$ cat src/rtl/op_pkg.sv
// Shared front-end types and defaults for the fetch queue.
package op_pkg;

  localparam int unsigned INSTRUCTION_WIDTH  = 32;
  localparam int unsigned SUPER_SCALAR_WIDTH = 2;
  localparam int unsigned FETCH_QUEUE_DEPTH  = 8;
  localparam int unsigned PC_WIDTH           = 64;

  // One queued fetch slot: instruction word plus its PC.
  typedef struct packed {
    logic [INSTRUCTION_WIDTH-1:0] instr;
    logic [PC_WIDTH-1:0]          pc;
  } fetch_entry_t;

endpackage

$ cat src/rtl/fetch_queue.sv
// Fetch queue: circular buffer between fetch and decode, up to SSW entries
// in and out per cycle, flushed on misprediction.
// Optional macro FETCH_QUEUE_PERF_EN adds a saturating stall-cycle counter.
module fetch_queue #(
  parameter int unsigned INSTRUCTION_WIDTH  = op_pkg::INSTRUCTION_WIDTH,
  parameter int unsigned SUPER_SCALAR_WIDTH = op_pkg::SUPER_SCALAR_WIDTH,
  parameter int unsigned DEPTH              = op_pkg::FETCH_QUEUE_DEPTH
) (
  input  logic                                                clk_in,
  input  logic                                                rst_in,
  input  logic                                                flush_in,
  input  logic                                                enq_valid_in,
  input  logic [$clog2(SUPER_SCALAR_WIDTH+1)-1:0]             enq_count_in,
  input  logic [SUPER_SCALAR_WIDTH-1:0][INSTRUCTION_WIDTH-1:0] enq_instr_in,
  input  logic [63:0]                                         enq_pc_in,
  output logic                                                enq_ready_out,
  input  logic                                                deq_ready_in,
  output logic                                                deq_valid_out,
  output logic [$clog2(SUPER_SCALAR_WIDTH+1)-1:0]             deq_count_out,
  output logic [SUPER_SCALAR_WIDTH-1:0][INSTRUCTION_WIDTH-1:0] deq_instr_out,
  output logic [SUPER_SCALAR_WIDTH-1:0][63:0]                 deq_pc_out,
  output logic [$clog2(DEPTH+1)-1:0]                          occupancy_out
`ifdef FETCH_QUEUE_PERF_EN
  ,
  output logic [31:0]                                         stall_cycles_out
`endif
);

  localparam int unsigned SSW = SUPER_SCALAR_WIDTH;
  localparam int unsigned CW  = $clog2(SSW + 1);
  localparam int unsigned PW  = $clog2(DEPTH);
  localparam int unsigned OW  = $clog2(DEPTH + 1);

  logic [PW-1:0] head_q, head_d;
  logic [PW-1:0] tail_q, tail_d;
  logic [OW-1:0] occ_q, occ_d;

  logic [INSTRUCTION_WIDTH-1:0] instr_q [DEPTH];
  logic [INSTRUCTION_WIDTH-1:0] instr_d [DEPTH];
  logic [63:0]                  pc_q    [DEPTH];
  logic [63:0]                  pc_d    [DEPTH];

  logic          enq_fire;
  logic          deq_fire;
  logic [CW-1:0] enq_n;
  logic [CW-1:0] deq_n;

  // Handshake status from current occupancy only; a same-cycle pop gives no credit.
  always_comb begin
    enq_ready_out = ((OW'(DEPTH) - occ_q) >= OW'(SSW)) && !flush_in;
    deq_valid_out = (occ_q != '0) && !flush_in;
    deq_count_out = '0;
    if (deq_valid_out) begin
      deq_count_out = (occ_q >= OW'(SSW)) ? CW'(SSW) : CW'(occ_q);
    end
    enq_fire = enq_valid_in && enq_ready_out;
    deq_fire = deq_valid_out && deq_ready_in;
    enq_n    = '0;
    if (enq_fire) begin
      enq_n = (enq_count_in > CW'(SSW)) ? CW'(SSW) : enq_count_in;
    end
    deq_n = deq_fire ? deq_count_out : '0;
  end

  // Offer the oldest entries from head, zeroing slots beyond deq_count_out.
  always_comb begin
    for (int i = 0; i < SSW; i++) begin
      deq_instr_out[i] = '0;
      deq_pc_out[i]    = '0;
      if (CW'(i) < deq_count_out) begin
        deq_instr_out[i] = instr_q[PW'(head_q + PW'(i))];
        deq_pc_out[i]    = pc_q[PW'(head_q + PW'(i))];
      end
    end
  end

  // Next pointer and occupancy state; flush overrides any transfer.
  always_comb begin
    head_d = head_q;
    tail_d = tail_q;
    occ_d  = occ_q;
    if (flush_in) begin
      head_d = '0;
      tail_d = '0;
      occ_d  = '0;
    end else begin
      head_d = PW'(head_q + PW'(deq_n));
      tail_d = PW'(tail_q + PW'(enq_n));
      occ_d  = OW'(occ_q + OW'(enq_n) - OW'(deq_n));
    end
  end

  // Write accepted bundle slots in order starting at tail.
  always_comb begin
    instr_d = instr_q;
    pc_d    = pc_q;
    for (int i = 0; i < SSW; i++) begin
      if (CW'(i) < enq_n) begin
        instr_d[PW'(tail_q + PW'(i))] = enq_instr_in[i];
        pc_d[PW'(tail_q + PW'(i))]    = 64'(enq_pc_in + 64'(4 * i));
      end
    end
  end

  // Pointer and occupancy registers.
  always_ff @(posedge clk_in or posedge rst_in) begin
    if (rst_in) begin
      head_q <= '0;
      tail_q <= '0;
      occ_q  <= '0;
    end else begin
      head_q <= head_d;
      tail_q <= tail_d;
      occ_q  <= occ_d;
    end
  end

  // Entry storage; contents are qualified by occupancy so no reset is needed.
  always_ff @(posedge clk_in) begin
    instr_q <= instr_d;
    pc_q    <= pc_d;
  end

  assign occupancy_out = occ_q;

`ifdef FETCH_QUEUE_PERF_EN
  logic [31:0] stall_q, stall_d;

  // Count cycles where fetch is held off by a full queue; saturate at max.
  always_comb begin
    stall_d = stall_q;
    if (enq_valid_in && !enq_ready_out && !flush_in && (stall_q != '1)) begin
      stall_d = stall_q + 32'd1;
    end
  end

  // Stall counter register, cleared only by reset.
  always_ff @(posedge clk_in or posedge rst_in) begin
    if (rst_in) begin
      stall_q <= '0;
    end else begin
      stall_q <= stall_d;
    end
  end

  assign stall_cycles_out = stall_q;
`endif

endmodule

$ cat config.mk
export PLATFORM = sky130hd
export DESIGN_NAME = fetch_queue
export DESIGN_NICKNAME = d
export VERILOG_FILES = /design/src/rtl/op_pkg.sv /design/src/rtl/fetch_queue.sv
export SDC_FILE = /design/constraint.sdc
export NUM_CORES = 2
export LEC_CHECK = 0
export CORE_MARGIN = 2
export CORE_UTILIZATION = 54
export CTS_CLUSTER_SIZE = 8
export DETAILED_ROUTE_END_ITERATION = 10
export GPL_TIMING_DRIVEN = 1
export PLACE_DENSITY = 0.75
export RECOVER_POWER = 100
export SLEW_MARGIN = 10
export SYNTH_ARGS = -nofsm -noshare
export SYNTH_HDL_FRONTEND = slang
export SYNTH_SLANG_ARGS = --single-unit
$ cat constraint.sdc
create_clock -name clk_in -period 3.3 [get_ports clk_in]
set_input_delay 0.825 -clock clk_in [delete_from_list [all_inputs] [get_ports clk_in]]
set_output_delay 0.825 -clock clk_in [all_outputs]
set_load 0.02 [all_outputs]
* After elaboration in Yosys (flattened, before gate mapping)
Cells that the tools add are included.
Widths: inputs -> output; s select.
** Storage, ports and cells
- Bits in read-only memories :: 0
- Bits in latches :: 0
- Memories kept :: 0
- Output and inout port bits :: 200
- Bits in writable memories :: 0
- Register bits after elaboration :: 778
- Word-level logic and storage cells :: 92
** Cells by class
- Equality and inequality tests :: 0
- Mux-type cells :: 40
- Shift-type cells :: 0
- Div/mod/pow operators :: 0
- Reduce and logical (&&, ||, !) cells :: 8
- $lt $le $gt $ge :: 13
- Multipliers :: 0
- Add/subtract/negate cells :: 8
- Bitwise operators :: 4
** Operators by type and width (count)
- $bwmux 512 :: 2
- $mux 512 :: 2
- $bwmux 256 :: 2
- $mux 256 :: 2
- $mux 64 :: 8
- $bmux 64 s3 :: 2
- $demux 64 s3 :: 2
- $mux 32 :: 8
- $bmux 32 s3 :: 2
- $demux 32 s3 :: 2
- $add 64x3->64 const B :: 1
- $ge 4x4->1 const B :: 4
- $not 3->4 :: 4
- $mux 2 :: 5
- $ge 4x2->1 const B :: 2
- $lt 1x2->1 const A :: 4
- $lt 4x1->1 const B :: 2
- $add 3x1->3 const B :: 2
- $add 3x2->3 :: 2
- $logic_and 1x1->1 :: 6
- $mux 3 :: 2
- $add 4x2->4 :: 1
- $mux 4 :: 1
- $reduce_bool 4->1 :: 1
- other kinds (4) :: 4

* Logic depth before layout (Yosys ltp)
- Word-level depth :: 9
- Gate-level depth with buffers :: 14
- Mapped depth without buffers :: 13

* Worst setup path before layout
OpenSTA, ideal clock, no wires.
- Kind :: register to register
- Start :: reg occ_q[2], in the netlist occupancy_out[2]
- End :: reg occ_q[3], in the netlist occupancy_out[3]
- Clock period less this slack :: 3.408 ns
- Data arrival time :: 3.276 ns
- Library setup time :: 0.132 ns
- Stages on the path, launching flop included :: 14
- Slack :: -0.108 ns
- Cells stage by stage :: dfrtp_1 -> inv_1 -> ha_1 -> a21oi_1 -> nand2_1 -> clkbuf_1 -> inv_1 -> nand2_1 -> fa_1 -> ha_1 -> a21o_1 -> a21oi_1 -> xnor2_1 -> nor2_1
** On the way
- Elaborated cells on any way between the ends :: 15
- Classes of those cells :: add/sub (3); order compare (2); mux (5); reduce/logical (5)
** RTL lines
- start: declaration :: line fetch_queue.sv:36 : logic [OW-1:0] occ_q, occ_d;
- start signal: assignment :: line fetch_queue.sv:110 : occ_q <= '0;
- start signal: assignment :: line fetch_queue.sv:114 : occ_q <= occ_d;
- $reduce_bool 4->1 :: line fetch_queue.sv:51 : deq_valid_out = (occ_q != '0) && !flush_in;
- $logic_and 1x1->1 :: line fetch_queue.sv:51
- named net deq_valid_out :: line fetch_queue.sv:18 : output logic deq_valid_out,
- $mux 2 :: line fetch_queue.sv:53 : if (deq_valid_out) begin
- named net deq_count_out[1] :: line fetch_queue.sv:19 : output logic [$clog2(SUPER_SCALAR_WIDTH+1)-1:0] deq_count_out,
- $mux 2 :: line fetch_queue.sv:62 : deq_n = deq_fire ? deq_count_out : '0;
- $sub 4x2->4 :: line fetch_queue.sv:89 : occ_d = OW'(occ_q + OW'(enq_n) - OW'(deq_n));
- $mux 4 :: line fetch_queue.sv:82 : if (flush_in) begin
- named net occ_d[3] :: line fetch_queue.sv:36
The timed path passes the listed nets, and every way through them passes these cells.

==> impl_results.md <==
- Status: complete, but fails checks
- Failing checks: setup timing
- Mapped Area: 45,100 µm²
- Ratio of cells with drive above 1 in the final layout: a little over 30%
- Nets: between 5,000 and 6,000
- First-pass GRT wire length: 258,000 µm
- Fin. max-slew vios: 0
- Combinational power share: about two fifths
- Initial antenna violation count: 8
- Final hold violation count: 0
- Synth Register Bits: 778
- Max clock buf depth: 3
- CTS tree: yes
- Critical Path AT: 2.90 ns
- Sw Pwr: between 10,000 and 15,000 µW
- Critical path endpoint category: primary output
- Grt total ovfl: 0
- Area added between synthesis and finish: 27.5%
- Top-area cell type share of the netlist area: approximately a third
- Die X: 293 µm
- Vias in the first global route: 42,937
- Vias per cell: 6.97
- Max FO, Critical Path: 7
- Synthesized area per cell: 9.31 µm²
- Largest net degree at the start of global routing: 59
- Maximum capacitance violations: 0
- Rows: approximately 110
- Final period utilization: 113%
- Io pins: approximately 340
- CORE AREA: 83,200 µm²
- Final Wtd Congestion: 0.964
- Switching portion of total power: roughly 36%
- Most numerous cell in the Yosys netlist: dfxtp_1
- Via count: 44,770
- RSZ-0062 raised after global routing: yes
- Hold Buf Count CTS: 0
- Pint: 26,000 µW
- Final TNS setup: -54.17 ns
- Sequential share of power: between 30% and 40%
- H-tree depth: 3
- Starting Density: a little over half
- GRT Total Usage: about two fifths
- Leakage power: roughly 0.023 µW
- Synth Flop Type: dfxtp_1
- Register area share after synthesis: between 30% and 40%
- Clock share of power: 25.0%
- PortBufs: 334
- Average wire per standard cell: 27.8 µm
- Crit path kind: reg2out
- Initial DRC count: 6,523
- Worst hold slack: 0.515 ns
- Startpoint Class: flop
- Fillers: 6,006
- DIE AREA: 85,900 µm²
- Largest cells by area after synthesis: dfxtp_1 (34%), mux4_2 (19%), mux2i_1 (9.0%)
- Final WS setup: -0.423 ns
- Pre-antenna DRT Iters: 9
- Fmax: 0.269 GHz
- Number of enable flip-flop cells after synthesis: 0
- Fraction of registers with async set/reset: roughly 1.3%
- Yosys cell types: 56
- Synth area leader: dfxtp_1
- DRC Markers: 0
- Synth warn: 0
- Mapped Cells: 4,846
- VDD IR max: 0.503 mV
- Antenna violation net count after detailed routing: 0
- Clock-pin slew on the worst setup and hold paths: 0.05 ns
- Root Buffer: clkbuf_16
- Hpwl dp: 106,000 µm
- Worst slew pin tran: 0.893 ns
- Worst path required time: 2.47 ns
- Sink Count: 778
- Post-route minimum period: 3.72 ns
- Drt total wl: 178,000 µm
- # setup viols final: about 250
- CTS buffer count: 107
- Fin Clk Skew: 0.0488 ns
- Power Dens Cells: 705 nW/µm²
- Syn nets: 4,999
- Synth top cells by count: dfxtp_1 (768), nand2_1 (765), o21ai_0 (438)
- Die Y: a little under 300 µm
- Clock latency on the worst-skew pair: roughly 0.70 ns
- Relative slew slack: between 40 and 50%
- Worst hold path class: reg2reg
power by group through the flow:
stage	registers [µW]	clock network, µW	logic, µW
after floorplan	13800	0	9220
after global placement	14300	0	13700
after detailed placement	14500	0	14000
after CTS	14400	10100	14500
after global routing	14800	10500	16700
final	14600	10100	15900
critical path, cell delays in order, from the launching register on:
cell,delay [ns]
dfrtp_4,0.52
ha_4,0.36
buf_4,0.14
buf_12,0.16
buf_16,0.16
mux4_2,0.57
nand2_2,0.11
a21oi_2,0.06
buf_4,0.16
cell type report:
cell class	count	area [µm²]	share of cell area [%]
Multi-Input combinational cell	3488	28000	48.6
Sequential cell	778	15600	27.2
Timing Repair Buffer	923	9600	16.7
Clock buffer	112	2700	4.69
Tap cell	1080	1350	2.35
Clock inverter	8	179	0.311
Inverter	32	120	0.209
Antenna cell	2	5.00	0.00870
timing repair:
item	in CTS	in global routing
setup endpoints to repair	196	198
gates cloned	17	12
gates resized for setup	647	488
buffers inserted	49	103
pin swaps	43	103
layout by cell type (no fill, tap or decap), types with 28 or more instances in the layout:
cell type        instances
dfxtp_1                768
nand2_1                652
o21ai_0                438
buf_4                  420
mux4_2                 384
mux2i_1                365
a21oi_1                347
nor2_1                 315
o22ai_1                201
a211oi_1               148
clkdlybuf4s50_1        134
clkbuf_16              117
nand2_2                106
mux2_2                 104
buf_12                  91
buf_6                   71
nor3_1                  51
a21oi_2                 49
dlygate4sd2_1           39
clkbuf_2                39
nand3_1                 37
buf_2                   34
buf_8                   32
inv_1                   31
xnor2_1                 28
logic make-up (layout without fill, tap and decap cells):
group	Yosys count	in the layout	share of synthesized area (%)
AO/OA/AOI/OAI	1240	1240	15.6
XOR/XNOR	40	40	0.776
adder cells (fa/ha/maj)	18	18	0.566
buffers and inverters	580	1075	5.55
flip-flops	778	778	34.6
multiplexers	896	896	30.8
other	0	2	0
AND/OR/NAND/NOR	1294	1294	12.1
worst paths after layout:
check | start | endpoint | slack, ns | depth (start not counted)
max | head_q[0] | deq_pc_out[107] | -0.42 | 8
min | pc_q[488] | pc_q[488] | 0.52 | 2
max reg2reg | occupancy_out[1] | pc_q[75] | -0.16 | 10
min reg2reg | pc_q[488] | pc_q[488] | 0.52 | 2
max in group asynchronous | rst_in | head_q[2] | 2.28 | 2
min in group asynchronous | rst_in | occupancy_out[2] | 0.67 | 2
sequential cells by signal (all words and copies together), names as in the netlist:
signal	cells
head_q	3
instr_q	256
occupancy_out	4
pc_q	512
tail_q	3
per-layer routing:
metal	wire [µm]	up-vias	GRT usage, %
met3	24700	918	11.0
li1	-	18728	-
met4	12600	12	24.2
met5	74	-	0
met2	78700	3955	59.2
met1	62300	21157	48.9
stage by stage:
step	power, µW	util [%]	cells	instance area, µm²	setup slack, ns
after floorplan	23000	-	4846	45100	0.0109
after global placement	27900	62.8	6138	52200	-0.298
after detailed placement	28500	62.8	6138	52200	-0.356
after CTS	38900	67.6	6322	56200	-0.477
after global routing	42000	69.2	6423	57600	-0.469
final	40600	69.2	6423	57600	-0.423
No activity file was read; power rests on OpenSTA's default activity.
